`src/rtl/mips_instr_encoder.sv`:
```
`timescale 1ns/1ps
`default_nettype none
// ============================================================================
// Module   : mips_instr_encoder
// Brief    : Packs instruction-field beats into MIPS words and writes them
//            sequentially into instruction memory for one load session.
// Revision : 1.0 - initial release
// ============================================================================
module mips_instr_encoder #(
    parameter int ADDR_W = 6,
    parameter int DEPTH  = 64
) (
    input  logic              clk,
    input  logic              rst,
    input  logic              start,
    input  logic              s_valid,
    output logic              s_ready,
    input  logic              s_last,
    input  logic [2:0]        s_kind,
    input  logic [4:0]        s_rs,
    input  logic [4:0]        s_rt,
    input  logic [4:0]        s_rd,
    input  logic [5:0]        s_funct,
    input  logic [15:0]       s_imm,
    input  logic [25:0]       s_target,
    output logic              imem_we,
    output logic [ADDR_W-1:0] imem_addr,
    output logic [31:0]       imem_wdata,
    output logic [ADDR_W:0]   count,
    output logic              done,
    output logic              err
);

    localparam logic [1:0] c_ST_IDLE  = 2'd0;
    localparam logic [1:0] c_ST_LOAD  = 2'd1;
    localparam logic [1:0] c_ST_FLUSH = 2'd2;
    localparam logic [1:0] c_ST_DONE  = 2'd3;

    localparam logic [ADDR_W:0]   c_DEPTH     = (ADDR_W+1)'(DEPTH);
    localparam logic [ADDR_W:0]   c_CNT_ONE   = (ADDR_W+1)'(1);
    localparam logic [ADDR_W-1:0] c_LAST_ADDR = ADDR_W'(DEPTH - 1);
    localparam logic [ADDR_W-1:0] c_ADDR_ONE  = ADDR_W'(1);

    logic [1:0]        r_state;
    logic [1:0]        w_state_next;
    logic [ADDR_W:0]   r_count;
    logic [ADDR_W-1:0] r_addr;
    logic              r_we;
    logic [31:0]       r_wdata;
    logic              r_err;

    logic              w_accept;
    logic              w_legal;
    logic              w_start_ok;
    logic              w_end;
    logic [ADDR_W:0]   w_count_inc;
    logic [31:0]       w_word;

    assign s_ready     = (r_state == c_ST_LOAD) && (r_count < c_DEPTH);
    assign w_accept    = s_valid && s_ready;
    assign w_legal     = (s_kind <= 3'd5);
    assign w_start_ok  = start && ((r_state == c_ST_IDLE) || (r_state == c_ST_DONE));
    assign w_count_inc = r_count + c_CNT_ONE;
    // Illegal beats never advance the count, so only legal ones can fill capacity.
    assign w_end       = w_accept && (s_last || (w_legal && (w_count_inc == c_DEPTH)));

    always_comb begin
        w_word = 32'h0000_0000;
        case (s_kind)
            3'd0:    w_word = {6'b100011, s_rs, s_rt, s_imm};
            3'd1:    w_word = {6'b101011, s_rs, s_rt, s_imm};
            3'd2:    w_word = {6'b000000, s_rs, s_rt, s_rd, 5'b00000, s_funct};
            3'd3:    w_word = {6'b001000, s_rs, s_rt, s_imm};
            3'd4:    w_word = {6'b000100, s_rs, s_rt, s_imm};
            3'd5:    w_word = {6'b000010, s_target};
            default: w_word = 32'h0000_0000;
        endcase
    end

    always_ff @(posedge clk) begin
        if (rst) begin
            r_state <= c_ST_IDLE;
        end else begin
            r_state <= w_state_next;
        end
    end

    always_comb begin
        w_state_next = r_state;
        case (r_state)
            c_ST_IDLE:  if (start) w_state_next = c_ST_LOAD;
            c_ST_LOAD:  if (w_end) w_state_next = c_ST_FLUSH;
            c_ST_FLUSH: w_state_next = c_ST_DONE;
            c_ST_DONE:  if (start) w_state_next = c_ST_LOAD;
            default:    w_state_next = c_ST_IDLE;
        endcase
    end

    always_ff @(posedge clk) begin
        if (rst) begin
            r_count <= '0;
            r_addr  <= '0;
            r_we    <= 1'b0;
            r_wdata <= 32'h0000_0000;
            r_err   <= 1'b0;
        end else begin
            r_we <= 1'b0;
            if (w_start_ok) begin
                r_addr  <= '0;
                r_count <= '0;
                r_err   <= 1'b0;
            end
            if (w_accept) begin
                if (w_legal) begin
                    r_we    <= 1'b1;
                    r_wdata <= w_word;
                    r_count <= w_count_inc;
                end else begin
                    r_err <= 1'b1;
                end
            end
            // Address advances once the strobe for it has been presented; saturates at the end.
            if (r_we && (r_addr != c_LAST_ADDR)) begin
                r_addr <= r_addr + c_ADDR_ONE;
            end
        end
    end

    assign imem_we    = r_we;
    assign imem_addr  = r_addr;
    assign imem_wdata = r_wdata;
    assign count      = r_count;
    assign done       = (r_state == c_ST_DONE);
    assign err        = r_err;

endmodule
`default_nettype wire
```
`config.mk`:
```
export PLATFORM = sky130hd
export DESIGN_NAME = mips_instr_encoder
export DESIGN_NICKNAME = d
export VERILOG_FILES = /design/src/rtl/mips_instr_encoder.sv
export SDC_FILE = /design/constraint.sdc
export NUM_CORES = 1
export LEC_CHECK = 0
export ABC_AREA = 0
export ABC_CLOCK_PERIOD_IN_PS = 5200
export CORE_MARGIN = 3
export CORE_UTILIZATION = 28
export CTS_CLUSTER_DIAMETER = 100
export DETAILED_ROUTE_END_ITERATION = 8
export GPL_ROUTABILITY_DRIVEN = 1
export SLEW_MARGIN = 20
export SYNTH_ARGS = -nofsm -noshare
export SYNTH_HDL_FRONTEND = slang
export SYNTH_SLANG_ARGS = --single-unit
```
`constraint.sdc`:
```
create_clock -name clk -period 5.2 [get_ports clk]
set_input_delay 1.04 -clock clk [delete_from_list [all_inputs] [get_ports clk]]
set_output_delay 1.04 -clock clk [all_outputs]
set_load 0.005 [all_outputs]
```
* Word-level counts from Yosys, hierarchy flattened
Cells that the tools add are included.
Operators by class: bitwise operators 1, order comparisons 2, equality and inequality tests 12, multiplexer cells 13, reductions and logical operators 15, add/sub/neg operators 2
Operators by type and width (number):
- $pmux 32 s6 | 1
- $mux 7 | 3
- $mux 6 | 2
- $add 7x1->7 const B | 1
- $eq 7x7->1 const B | 1
- $lt 7x7->1 const B | 1
- $add 6x1->6 const B | 1
- $eq 3x2->1 const B | 2
- $eq 3x3->1 const B | 2
- $logic_and 1x1->1 | 6
- $ne 6x6->1 const B | 1
- $pmux 2 s3 | 1
- $eq 2x2->1 const B | 2
- $mux 1 | 4
- $mux 2 | 2
- $reduce_and 2->1 | 2
- $reduce_or 2->1 | 2
- $eq 3x1->1 const B | 1
- $le 3x3->1 const B | 1
- $logic_not 3->1 | 1
- $eq 2x1->1 const B | 1
- $logic_not 2->1 | 1
- $logic_or 1x1->1 | 2
- $ne 2x1->1 const B | 1
- other kinds (3) | 3
Storage, ports and cells: flip-flop bits (word level) 49, output and inout port bits 49, logic and storage cells 51

* Depth between registers and ports, before layout
Gate-level depths: netlist (run 1).
word-level depth 7, mapped depth 8

* Least setup slack after synthesis (run 1)
No wires, ideal clock.
path type input-to-reg, from in s_kind[2], to reg r_state[0], data required time 5.068 ns, setup time 0.132 ns, buffers on the path 1, stages 5, slack 3.047 ns, arrival time 2.021 ns, path through and2_1 -> buf_6 -> or4b_4 -> o211ai_2 -> a21oi_1
Between the ends: word-level cells in the longest chain between the ends 6
RTL lines:
- from (decl) | line 19 | input logic [2:0] s_kind,
- $le 3x3->1 | line 61 | assign w_legal = (s_kind <= 3'd5);
- $logic_and 1x1->1 | line 65 | assign w_end = w_accept && (s_last || (w_legal && (w_count_inc == c_DEPTH)));
- $logic_or 1x1->1 | line 65
- $logic_and 1x1->1 | line 65
- $ne 2x2->1 (no line)
- $reduce_and 2->1 (no line)
- to (signal assigned) | line 82 | r_state <= c_ST_IDLE;
- to (signal assigned) | line 84 | r_state <= w_state_next;
- to (decl) | line 44 | logic [1:0] r_state;
No other way between the ends. A chain may end at the register's enable or synchronous reset.

* Worst setup path in the final report (run 1)
from in s_kind[0], to reg r_wdata[5], in the netlist imem_wdata[5]
Between the ends: word-level cells in the longest chain between the ends 2, elaborated cells between the ends (all ways) 9, those cells by class order compare: 1; eq/ne: 5; mux: 1; reduce/logical: 2
RTL lines:
- $le 3x3->1 (tied with other cells) | line 61
- $reduce_and 2->1 (no line) / $pmux 32 s6 (equally long branches)
- to (signal assigned) | line 116 | r_wdata <= w_word;
- to (decl) | line 49 | logic [31:0] r_wdata;
Parallel ways exist; a longest one is shown, timed or not.

==> results of run 1 <==
## kinds of logic after synthesis
| family | after synthesis | synth area share [%] |
|---|---|---|
| simple gates | 112 | 22.4 |
| compound gates | 103 | 31.9 |
| flops | 47 | 36.7 |
| buf+inv | 32 | 6.05 |
| fa+ha+maj | 5 | 2.44 |
| xor+xnor | 1 | 0.342 |
| other cells | 1 | 0.146 |
## worst paths after layout
path / depth (start not counted) / slack, ns / endpoint
worst max register to register: 5 / 2.94 / imem_wdata[5]
worst min register to register: 2 / 0.48 / imem_wdata[27]
worst min-delay path: 2 / 0.48 / imem_wdata[27]
worst max-delay path: 5 / 1.97 / imem_wdata[5]
## Yosys cell counts, drive strengths merged, types with 2 or more instances
| library cell | instances |
|---|---|
| dfxtp | 47 |
| nor2 | 40 |
| nor3 | 25 |
| a22oi | 24 |
| buf | 18 |
| a21oi | 12 |
| nand3 | 11 |
| o221a | 11 |
| a221oi | 10 |
| a22o | 10 |
| nand2 | 10 |
| a211oi | 9 |
| clkbuf | 9 |
| nor2b | 9 |
| ha | 5 |
| o22ai | 5 |
| a31oi | 4 |
| inv | 4 |
| o22a | 4 |
| a32oi | 3 |
| and2 | 3 |
| and3 | 3 |
| a21boi | 2 |
| and4 | 2 |
| nand3b | 2 |
| o211ai | 2 |
| o21ai | 2 |
| or2 | 2 |
## registers in the layout (all words and copies together), names as in the netlist
name,flops
imem_addr,6
count,7
err,1
r_state,2
imem_we,1
imem_wdata,30
## cell type report
| type | instances | share of cell area, % |
|---|---|---|
| multi-input combinational | 222 | 38.3 |
| timing repair buffer | 120 | 31.1 |
| sequential | 47 | 24.5 |
| tap | 108 | 3.52 |
| clock buffer | 7 | 1.99 |
| inverter | 5 | 0.490 |
| clock inverter | 1 | 0.131 |
## routing by layer
layer | vias up | wire length (um) | GRT usage (%)
met4 | 0 | 120 | 3.89
li1 | 1347 | - | -
met3 | 7 | 450 | 2.96
met2 | 86 | 3940 | 25.3
met5 | - | 0 | 0
met1 | 1308 | 3810 | 22.2
## power breakdown
group | internal [mW] | switching [mW]
combinational | 0.209 | 0.182
sequential | 0.405 | 0.0294
clock | 0.0948 | 0.127
## per-stage QoR
stage                     util [%]  instances  worst slack [ns]  cell area [um^2]
final                         43.5        510              1.97              3830
after global routing          43.5        510              1.75              3830
after CTS                     43.5        510              1.98              3830
after detailed placement      42.6        502              1.66              3750
after global placement        42.6        502              1.75              3750
after floorplan                  -        301              3.05              2560
## worst max-delay path, cell delays in order
cell and delay (ns):
clkdlybuf4s50_1 1.00, and2_1 0.77, a22oi_1 0.14, o221a_2 0.29, nor3_1 0.18
==> summary.txt, run 1 <==
Status
  – Status: complete, no violations

Global routing
  – Total congestion overflow: 0
  – First-pass GRT wire length: 13,200 um
  – Vias in the first global route: roughly 2,500
  – Pin count of the biggest net entering global routing: 50
  – Initial antenna violation count: 0
  – Total Routing Usage GR: around 16%

Detailed routing
  – Final wirelength: 8320 um
  – Drt pass-1 iters: 6
  – Final ANT Viol Nets: 0
  – Initial DRC Count: around 200
  – Vias per cell: 5.39
  – Total number of vias: 2,748
  – Routed wire per std cell: roughly 16 um
  – # DRC: 0

Floorplan
  – Die ar.: around 0.010 mm^2
  – Cell Rows: 34
  – Initial core utilization: between 20% and 30%
  – Top-level I/O count: 120
  – Die W: 102 um
  – Die height: about 100 um
  – Placeable core area: between 0.008 and 0.009 mm^2

Finish
  – Final #Nets: 477
  – Syn-to-layout area delta: 49.6%
  – Register area: 941 um^2
  – Multi-input logic area: 0.00147 mm^2
  – Most frequent cells in the layout: 117 x clkdlybuf4s50_1, 47 x dfxtp_1, 39 x nor2_1
  – # fillers: between 800 and 900
  – N_diodes: 0
  – Layout cells sized above 1: 7.21%
  – Most common cell after layout, fill and taps aside: clkdlybuf4s50_1

Timing
  – RSZ-0062 raised after global routing: no
  – Setup TNS: 0 ns
  – Endpoints failing hold: 0
  – Max Slew Vio Count: 0
  – Fin crit share: 62.1%
  – Final hold slack: approximately 0.48 ns
  – Worst-Margin Slew: 1.02 ns
  – Clock Skew: a little over 0.005 ns
  – Maximum operating frequency: 0.310 GHz
  – Final setup viols: 0
  – Period minus WS final: 3.23 ns
  – Slew headroom: roughly a third

CTS
  – CTS-repair resized insts: 0
  – H-Tree Depth: 2
  – Clock Tree Root: clkbuf_8
  – Clk slew on worst S/H paths: approximately 0.08 ns
  – Post-CTS Hold Buffers: 0
  – CTS Buf Count: 5
  – Post-CTS Setup Bufs: 0
  – CTS tree: built
  – Worst skew pair latency: roughly 0.30 ns
  – Longest Clk Path Bufs: 2
  – Clock sink count: 47

Run
  – Maxcap violations: 0

Power and ir drop
  – Total power: roughly 1.0 mW
  – Worst vdd ir: 0.000105 V
  – Total power divided by cell area: around 270 mW/mm^2
  – Leakage: ~1.4 nW

Place
  – # port buffers: roughly 120
  – Hpwl dp: just under 6000 um
  – Routability congestion estimate: a little under 0.8

Synthesis
  – Synth Cell Area: around 0.0026 mm^2
  – Yosys reg bits: between 40 and 50
  – Syn nets: 377
  – Post-synthesis async set-or-reset flop share: 0%
  – Share of the synthesized area in the top cell type: around 37%
  – Number of synthesized flops with an enable pin: 0
  – Seq/Total Area, Yosys: between 30% and 40%
  – Synthesis Warnings: 0
  – Largest area contributor in the netlist: dfxtp_1
  – Synth area leaders: dfxtp_1 37%, a22oi_1 7.0%, nor2_1 5.7%
  – Avg Cell Area, Syn: approximately 8.5 um^2
  – Top FF cell, synth: dfxtp_1
  – Syn Inst Count: approximately 300
  – Number of distinct library cells after synthesis: a little under 50

Worst setup path
  – CP required: around 5.4 ns
  – Startpoint class of the critical path: input pin
  – Critical path startpoint: s_kind[0]
  – Worst EP arrival: roughly 3.4 ns
  – Max FO, Critical Path: 23
  – CP endpoint kind: register
  – Crit Path Class: in2reg
  – Reg2reg start: r_state[0]

Worst hold path
  – HP Start: imem_wdata[27]
  – Min-Delay Path Class: reg2reg
Power figures use the tool's default switching activity.
==> run 2: changes to the inputs <==
--- a/config.mk
+++ b/config.mk
@@ -6,7 +6,7 @@
 export NUM_CORES = 1
 export LEC_CHECK = 0
 export ABC_AREA = 0
-export ABC_CLOCK_PERIOD_IN_PS = 5200
+export ABC_CLOCK_PERIOD_IN_PS = 2650
 export CORE_MARGIN = 3
 export CORE_UTILIZATION = 28
 export CTS_CLUSTER_DIAMETER = 100
==> constraint.sdc (replaced) <==
create_clock -name clk -period 2.65 [get_ports clk]
set_input_delay 0.53 -clock clk [delete_from_list [all_inputs] [get_ports clk]]
set_output_delay 0.53 -clock clk [all_outputs]
set_load 0.005 [all_outputs]
==> summary.txt, run 2 (synthesized netlist as in run 1, its figures left out) <==
Status
  – Status: complete, no violations

Place
  – Hpwl dp: 6230 um (+8.0%)
  – # port buffers: 118 (unchanged)
  – Routability congestion estimate: 0.782 (+0.35%)

Detailed routing
  – Initial DRC Count: 113 (-43%)
  – Routed wire per std cell: 16.0 um (-2.0%)
  – Final wirelength: 8330 um (+0.12%)
  – Final ANT Viol Nets: 0 (unchanged)
  – # DRC: 0 (unchanged)
  – Drt pass-1 iters: 4 (-2)
  – Vias per cell: 5.35 (-0.76%)
  – Total number of vias: 2,786 (+1.4%)

Floorplan
  – Die height: 102 um (unchanged)
  – Die ar.: 0.0103 mm^2 (unchanged)
  – Placeable core area: 0.00881 mm^2 (unchanged)
  – Die W: 102 um (unchanged)
  – Cell Rows: 34 (unchanged)
  – Top-level I/O count: 120 (unchanged)
  – Initial core utilization: 29.1% (unchanged)

Run
  – Maxcap violations: 0 (unchanged)

CTS
  – Clock sink count: 47 (unchanged)
  – Post-CTS Setup Bufs: 0 (unchanged)
  – CTS tree: built
  – CTS-repair resized insts: 0 (unchanged)
  – Clock Tree Root: clkbuf_8
  – Post-CTS Hold Buffers: 0 (unchanged)
  – Clk slew on worst S/H paths: 0.09 ns (about the same)
  – CTS Buf Count: 5 (unchanged)
  – Longest Clk Path Bufs: 2 (unchanged)
  – H-Tree Depth: 2 (unchanged)
  – Worst skew pair latency: 0.30 ns (about the same)

Timing
  – Clock Skew: 0.00490 ns (-0.000212 ns)
  – RSZ-0062 raised after global routing: no
  – Period minus WS final: 2.21 ns
  – Endpoints failing hold: 0 (unchanged)
  – Worst-Margin Slew: 0.939 ns (-0.0846 ns)
  – Maximum operating frequency: roughly 0.45 GHz
  – Final setup viols: 0 (unchanged)
  – Setup TNS: 0 ns (unchanged)
  – Max Slew Vio Count: 0 (unchanged)
  – Slew headroom: 37.3% (+5.7 points)
  – Fin crit share: about 83%

Finish
  – Syn-to-layout area delta: 52.9%
  – Core Util, Final: 44.5% (+0.97 points)
  – Most common cell after layout, fill and taps aside: clkdlybuf4s50_1
  – # fillers: 858 (-4.5%)
  – N_diodes: 0 (unchanged)
  – Final #Nets: 488 (+2.3%)
  – Most frequent cells in the layout: 117 x clkdlybuf4s50_1, 47 x dfxtp_1, 39 x nor2_1
  – Layout cells sized above 1: 10.2% (+3.0 points)
  – Max reg flops: 30 (unchanged)

Global routing
  – M2 GR Usage: 26.8% (+1.5 points)
  – Total congestion overflow: 0 (unchanged)
  – Initial antenna violation count: 0 (unchanged)
  – Total Routing Usage GR: 15.9% (-0.035 points)
  – Most Crowded Layer GR: met2
  – Grt met3 use: 3.51% (+0.55 points)
  – Pin count of the biggest net entering global routing: 44 (-12%)
  – First-pass GRT wire length: 13,200 um (-0.21%)
  – Vias in the first global route: 2,656 (+5.6%)
  – Grt met1 use: 20.3% (-1.9 points)

Power and ir drop
  – Leakage: 1.41 nW (+4.4%)
  – Worst vdd ir: 0.000248 V (+140%)
  – Total power divided by cell area: 530 mW/mm^2 (+94%)

Worst setup path
  – R2R Path End: imem_wdata[2]
  – Startpoint class of the critical path: register
  – Crit Path Class: reg2out
  – CP required: 2.12 ns (-3.29 ns)
  – Reg2reg start: r_state[0]
  – Worst EP arrival: 1.68 ns (-1.76 ns)
  – Worst reg-to-reg setup slack: 0.54 ns (-2.40 ns)
  – Max FO, Critical Path: 5 (-78%)
  – CP endpoint kind: output port
  – Reg2reg path depth: 5 (unchanged)

Worst hold path
  – Hold Path End: imem_wdata[27]
  – Min-Delay Path Class: reg2reg
  – WHS Path Cells: 2 (unchanged)
  – HP Start: imem_wdata[27]
## run 2: per-stage QoR
step / total power [mW] / hold WS (ns) / worst slack, ns / area [um^2] / instances
floorplan: 1.28 / 0.453 / 1.01 / 2560 / 301
global route: 2.22 / 0.500 / 0.293 / 3920 / 521
detailed placement: 1.67 / 0.450 / 0.126 / 3830 / 513
CTS: 2.10 / 0.462 / 0.420 / 3920 / 521
global placement: 1.67 / 0.445 / 0.159 / 3830 / 513
finish: 2.08 / 0.460 / 0.443 / 3920 / 521
## run 2: power breakdown
group | internal [mW] | total, mW | switching [mW]
Sequential | 0.796 | 0.854 | 0.0588
Clock | 0.181 | 0.421 | 0.240
Combinational | 0.435 | 0.799 | 0.364
## run 2: critical path: stages, from the launching register on
cell	delay, ns
dfxtp_1	0.41
ha_1	0.30
nor2b_1	0.16
clkdlybuf4s50_1	0.50
## run 2: per-layer routing
metal	part of all wire, %	vias up
li1	-	1369
met1	42	1292
met2	48	115
met3	8.7	10
met4	1.8	0
met5	0	-
## run 2: area by class of cell
| class | count | area (um^2) | share of cell area, % |
|---|---|---|---|
| Clock buffer | 5 | 68.8 | 1.76 |
| Clock inverter | 3 | 15.0 | 0.383 |
| Inverter | 5 | 18.8 | 0.479 |
| Multi-Input combinational cell | 222 | 1470 | 37.4 |
| Sequential cell | 47 | 941 | 24.0 |
| Tap cell | 108 | 135 | 3.45 |
| Timing Repair Buffer | 131 | 1270 | 32.5 |
## run 2: how the worst max path moves through the flow
| stage | start | to | slack [ns] | depth (start not counted) |
|---|---|---|---|---|
| floorplan | s_kind[2] | r_state[0] | 1.01 | 5 |
| global placement | s_kind[2] | imem_wdata[11] | 0.16 | 5 |
| CTS | r_state[0] | s_ready | 0.42 | 3 |
| detailed placement | s_kind[2] | imem_wdata[2] | 0.13 | 5 |
| finish | r_state[0] | s_ready | 0.44 | 3 |
| global route | s_kind[1] | imem_wdata[13] | 0.29 | 5 |
==> run 3: changes to the inputs <==
--- a/config.mk
+++ b/config.mk
@@ -6,7 +6,7 @@
 export NUM_CORES = 1
 export LEC_CHECK = 0
 export ABC_AREA = 0
-export ABC_CLOCK_PERIOD_IN_PS = 2650
+export ABC_CLOCK_PERIOD_IN_PS = 1950
 export CORE_MARGIN = 3
 export CORE_UTILIZATION = 28
 export CTS_CLUSTER_DIAMETER = 100
==> constraint.sdc (replaced) <==
create_clock -name clk -period 1.95 [get_ports clk]
set_input_delay 0.39 -clock clk [delete_from_list [all_inputs] [get_ports clk]]
set_output_delay 0.39 -clock clk [all_outputs]
set_load 0.005 [all_outputs]
==> summary.txt, run 3 (synthesized netlist as in run 1, its figures left out) <==
Timing
  – Maximum operating frequency: ~0.53 GHz
  – Clock Skew: 0.00590 ns (+0.000994 ns)
  – RSZ-0062 raised after global routing: no
  – Max Slew Vio Count: 0 (unchanged)
  – Final setup viols: 0 (unchanged)
  – Fin crit share: a little over nine tenths
  – Worst-Margin Slew: 0.629 ns (-0.309 ns)
  – Period minus WS final: between 1.5 and 2 ns
  – Final hold slack: 0.460 ns (+0.000119 ns)
  – Endpoints failing hold: 0 (unchanged)
  – Setup TNS: 0 ns (unchanged)
  – Slew headroom: 58.0% (+21 points)

Finish
  – Layout cells sized above 1: 13.6% (+3.4 points)
  – Most frequent cells in the layout: 117 x clkdlybuf4s50_1, 46 x dfxtp_1, 39 x nor2_1
  – N_diodes: 0 (unchanged)
  – Final #Nets: 501 (+2.7%)
  – Most common cell after layout, fill and taps aside: clkdlybuf4s50_1
  – Core Util, Final: 47.1% (+2.6 points)
  – Max reg flops: 30 (unchanged)
  – Final instance area: 0.00415 mm^2 (+5.8%)
  – Syn-to-layout area delta: 61.8%

Global routing
  – Initial antenna violation count: 0 (unchanged)
  – Total congestion overflow: 0 (unchanged)
  – Vias in the first global route: 2,651 (-0.19%)
  – Total Routing Usage GR: 15.9% (+0.085 points)
  – First-pass GRT wire length: 13,200 um (+0.11%)
  – Pin count of the biggest net entering global routing: 32 (-27%)

CTS
  – Clock Tree Root: clkbuf_8
  – H-Tree Depth: 2 (unchanged)
  – CTS tree: built
  – Clk slew on worst S/H paths: 0.09 ns (about the same)
  – Clock sink count: 47 (unchanged)
  – Worst skew pair latency: 0.31 ns (about the same)
  – CTS Buf Count: 5 (unchanged)
  – Longest Clk Path Bufs: 2 (unchanged)

Floorplan
  – Placeable core area: 0.00881 mm^2 (unchanged)
  – Die ar.: 0.0103 mm^2 (unchanged)
  – Top-level I/O count: 120 (unchanged)
  – Initial core utilization: 29.1% (unchanged)
  – Die W: 102 um (unchanged)
  – Cell Rows: 34 (unchanged)
  – Die height: 102 um (unchanged)

Worst setup path
  – Crit Path Class: reg2out
  – Startpoint class of the critical path: register
  – CP required: 1.56 ns (-0.56 ns)
  – Worst reg-to-reg setup slack: 0.31 ns (-0.23 ns)
  – CP max-delay cell: clkdlybuf4s50_1
  – Max FO, Critical Path: 5 (unchanged)
  – Worst path max stage delay: 0.50 ns (about the same)
  – CP endpoint kind: output port
  – CP Buf/Inv Count: 1 (unchanged)
  – Worst EP arrival: 1.51 ns (-0.17 ns)
  – CP top delay family: buffers and inverters
  – CP Cell Sequence: ha_4 > nor2b_1 > clkdlybuf4s50_1

Place
  – Hpwl dp: 6440 um (+3.4%)
  – # port buffers: 118 (unchanged)
  – Routability congestion estimate: 0.833 (+6.5%)
  – Placed Area: 0.00400 mm^2 (+4.2%)

Power and ir drop
  – Total power divided by cell area: 778 mW/mm^2 (+47%)
  – Leakage: 1.51 nW (+7.1%)
  – Worst vdd ir: 0.000355 V (+43%)

Detailed routing
  – Initial DRC Count: 127 (+12%)
  – Total number of vias: 2,830 (+1.6%)
  – Final ANT Viol Nets: 0 (unchanged)
  – Routed wire per std cell: 16.0 um (+0.14%)
  – # DRC: 0 (unchanged)
  – Final wirelength: 8550 um (+2.6%)
  – Vias per cell: 5.30 (-0.89%)
  – Drt pass-1 iters: 4 (unchanged)

Worst hold path
  – Min-Delay Path Class: reg2reg

Run
  – Maxcap violations: 0 (unchanged)

Status
  – Status: complete, no violations
[run 3: cell count changes in the layout (fill, tap and decap cells not counted), moves of 2 or more]
| cell | previous run | this run |
|---|---|---|
| buf_12 | 0 | 5 |
| buf_4 | 13 | 21 |
| bufinv_16 | 0 | 2 |
| clkinv_2 | 3 | 0 |
[run 3: what timing repair did]
item / CTS / global route
endpoints found under the setup margin: 1 / 1
buffers inserted: 0 / 0
hold buffers: 0 / 0
gates cloned: 0 / 0
resized for setup: 3 / 1
[run 3: layout make-up]
class / count / area [um^2]
Inverter: 5 / 18.8
Clock buffer: 5 / 68.8
Fill cell: 870 / 4660
Multi-Input combinational cell: 222 / 1480
Timing Repair Buffer: 144 / 1430
Sequential cell: 47 / 942
Tap cell: 108 / 135
Clock inverter: 3 / 67.6
[run 3: per-layer routing]
layer	GRT usage (%)	up-vias	part of all wire [%]
met5	0	-	0
met4	3.37	0	0.96
met3	3.86	7	5.8
met2	27.7	84	49
met1	20.0	1344	44
li1	-	1395	-
[run 3: per-stage QoR]
| step | power [mW] | setup WS [ns] | instances |
|---|---|---|---|
| floorplan | 1.74 | 0.315 | 301 |
| global placement | 2.34 | -0.0442 | 526 |
| detailed placement | 2.35 | -0.112 | 526 |
| CTS | 3.25 | 0.0157 | 534 |
| global route | 3.42 | 0.000774 | 534 |
| finish | 3.22 | 0.0546 | 534 |
[run 3: worst paths after layout]
check,startpoint,endpoint,cells after the start
worst max-delay path,r_state[0],s_ready,3
worst min-delay path,imem_wdata[27],imem_wdata[27],2
worst max register to register,r_state[0],imem_wdata[18],5
worst min register to register,imem_wdata[27],imem_wdata[27],2
[run 3: report_power, final]
| group | total, mW | internal (mW) | switching [mW] |
|---|---|---|---|
| registers | 1.16 | 1.08 | 0.0770 |
| logic | 1.20 | 0.675 | 0.526 |
| clock network | 0.863 | 0.511 | 0.352 |
| total | 3.22 | 2.27 | 0.955 |
[run 3: worst reg2reg max path, delay by kind of cell, from the launching register on]
family | cells | cell delay (ns)
AND/OR/NAND/NOR | 3 | 0.63
adder cells (fa/ha/maj) | 1 | 0.18
AO/OA/AOI/OAI | 1 | 0.33
flip-flops | 1 | 0.39
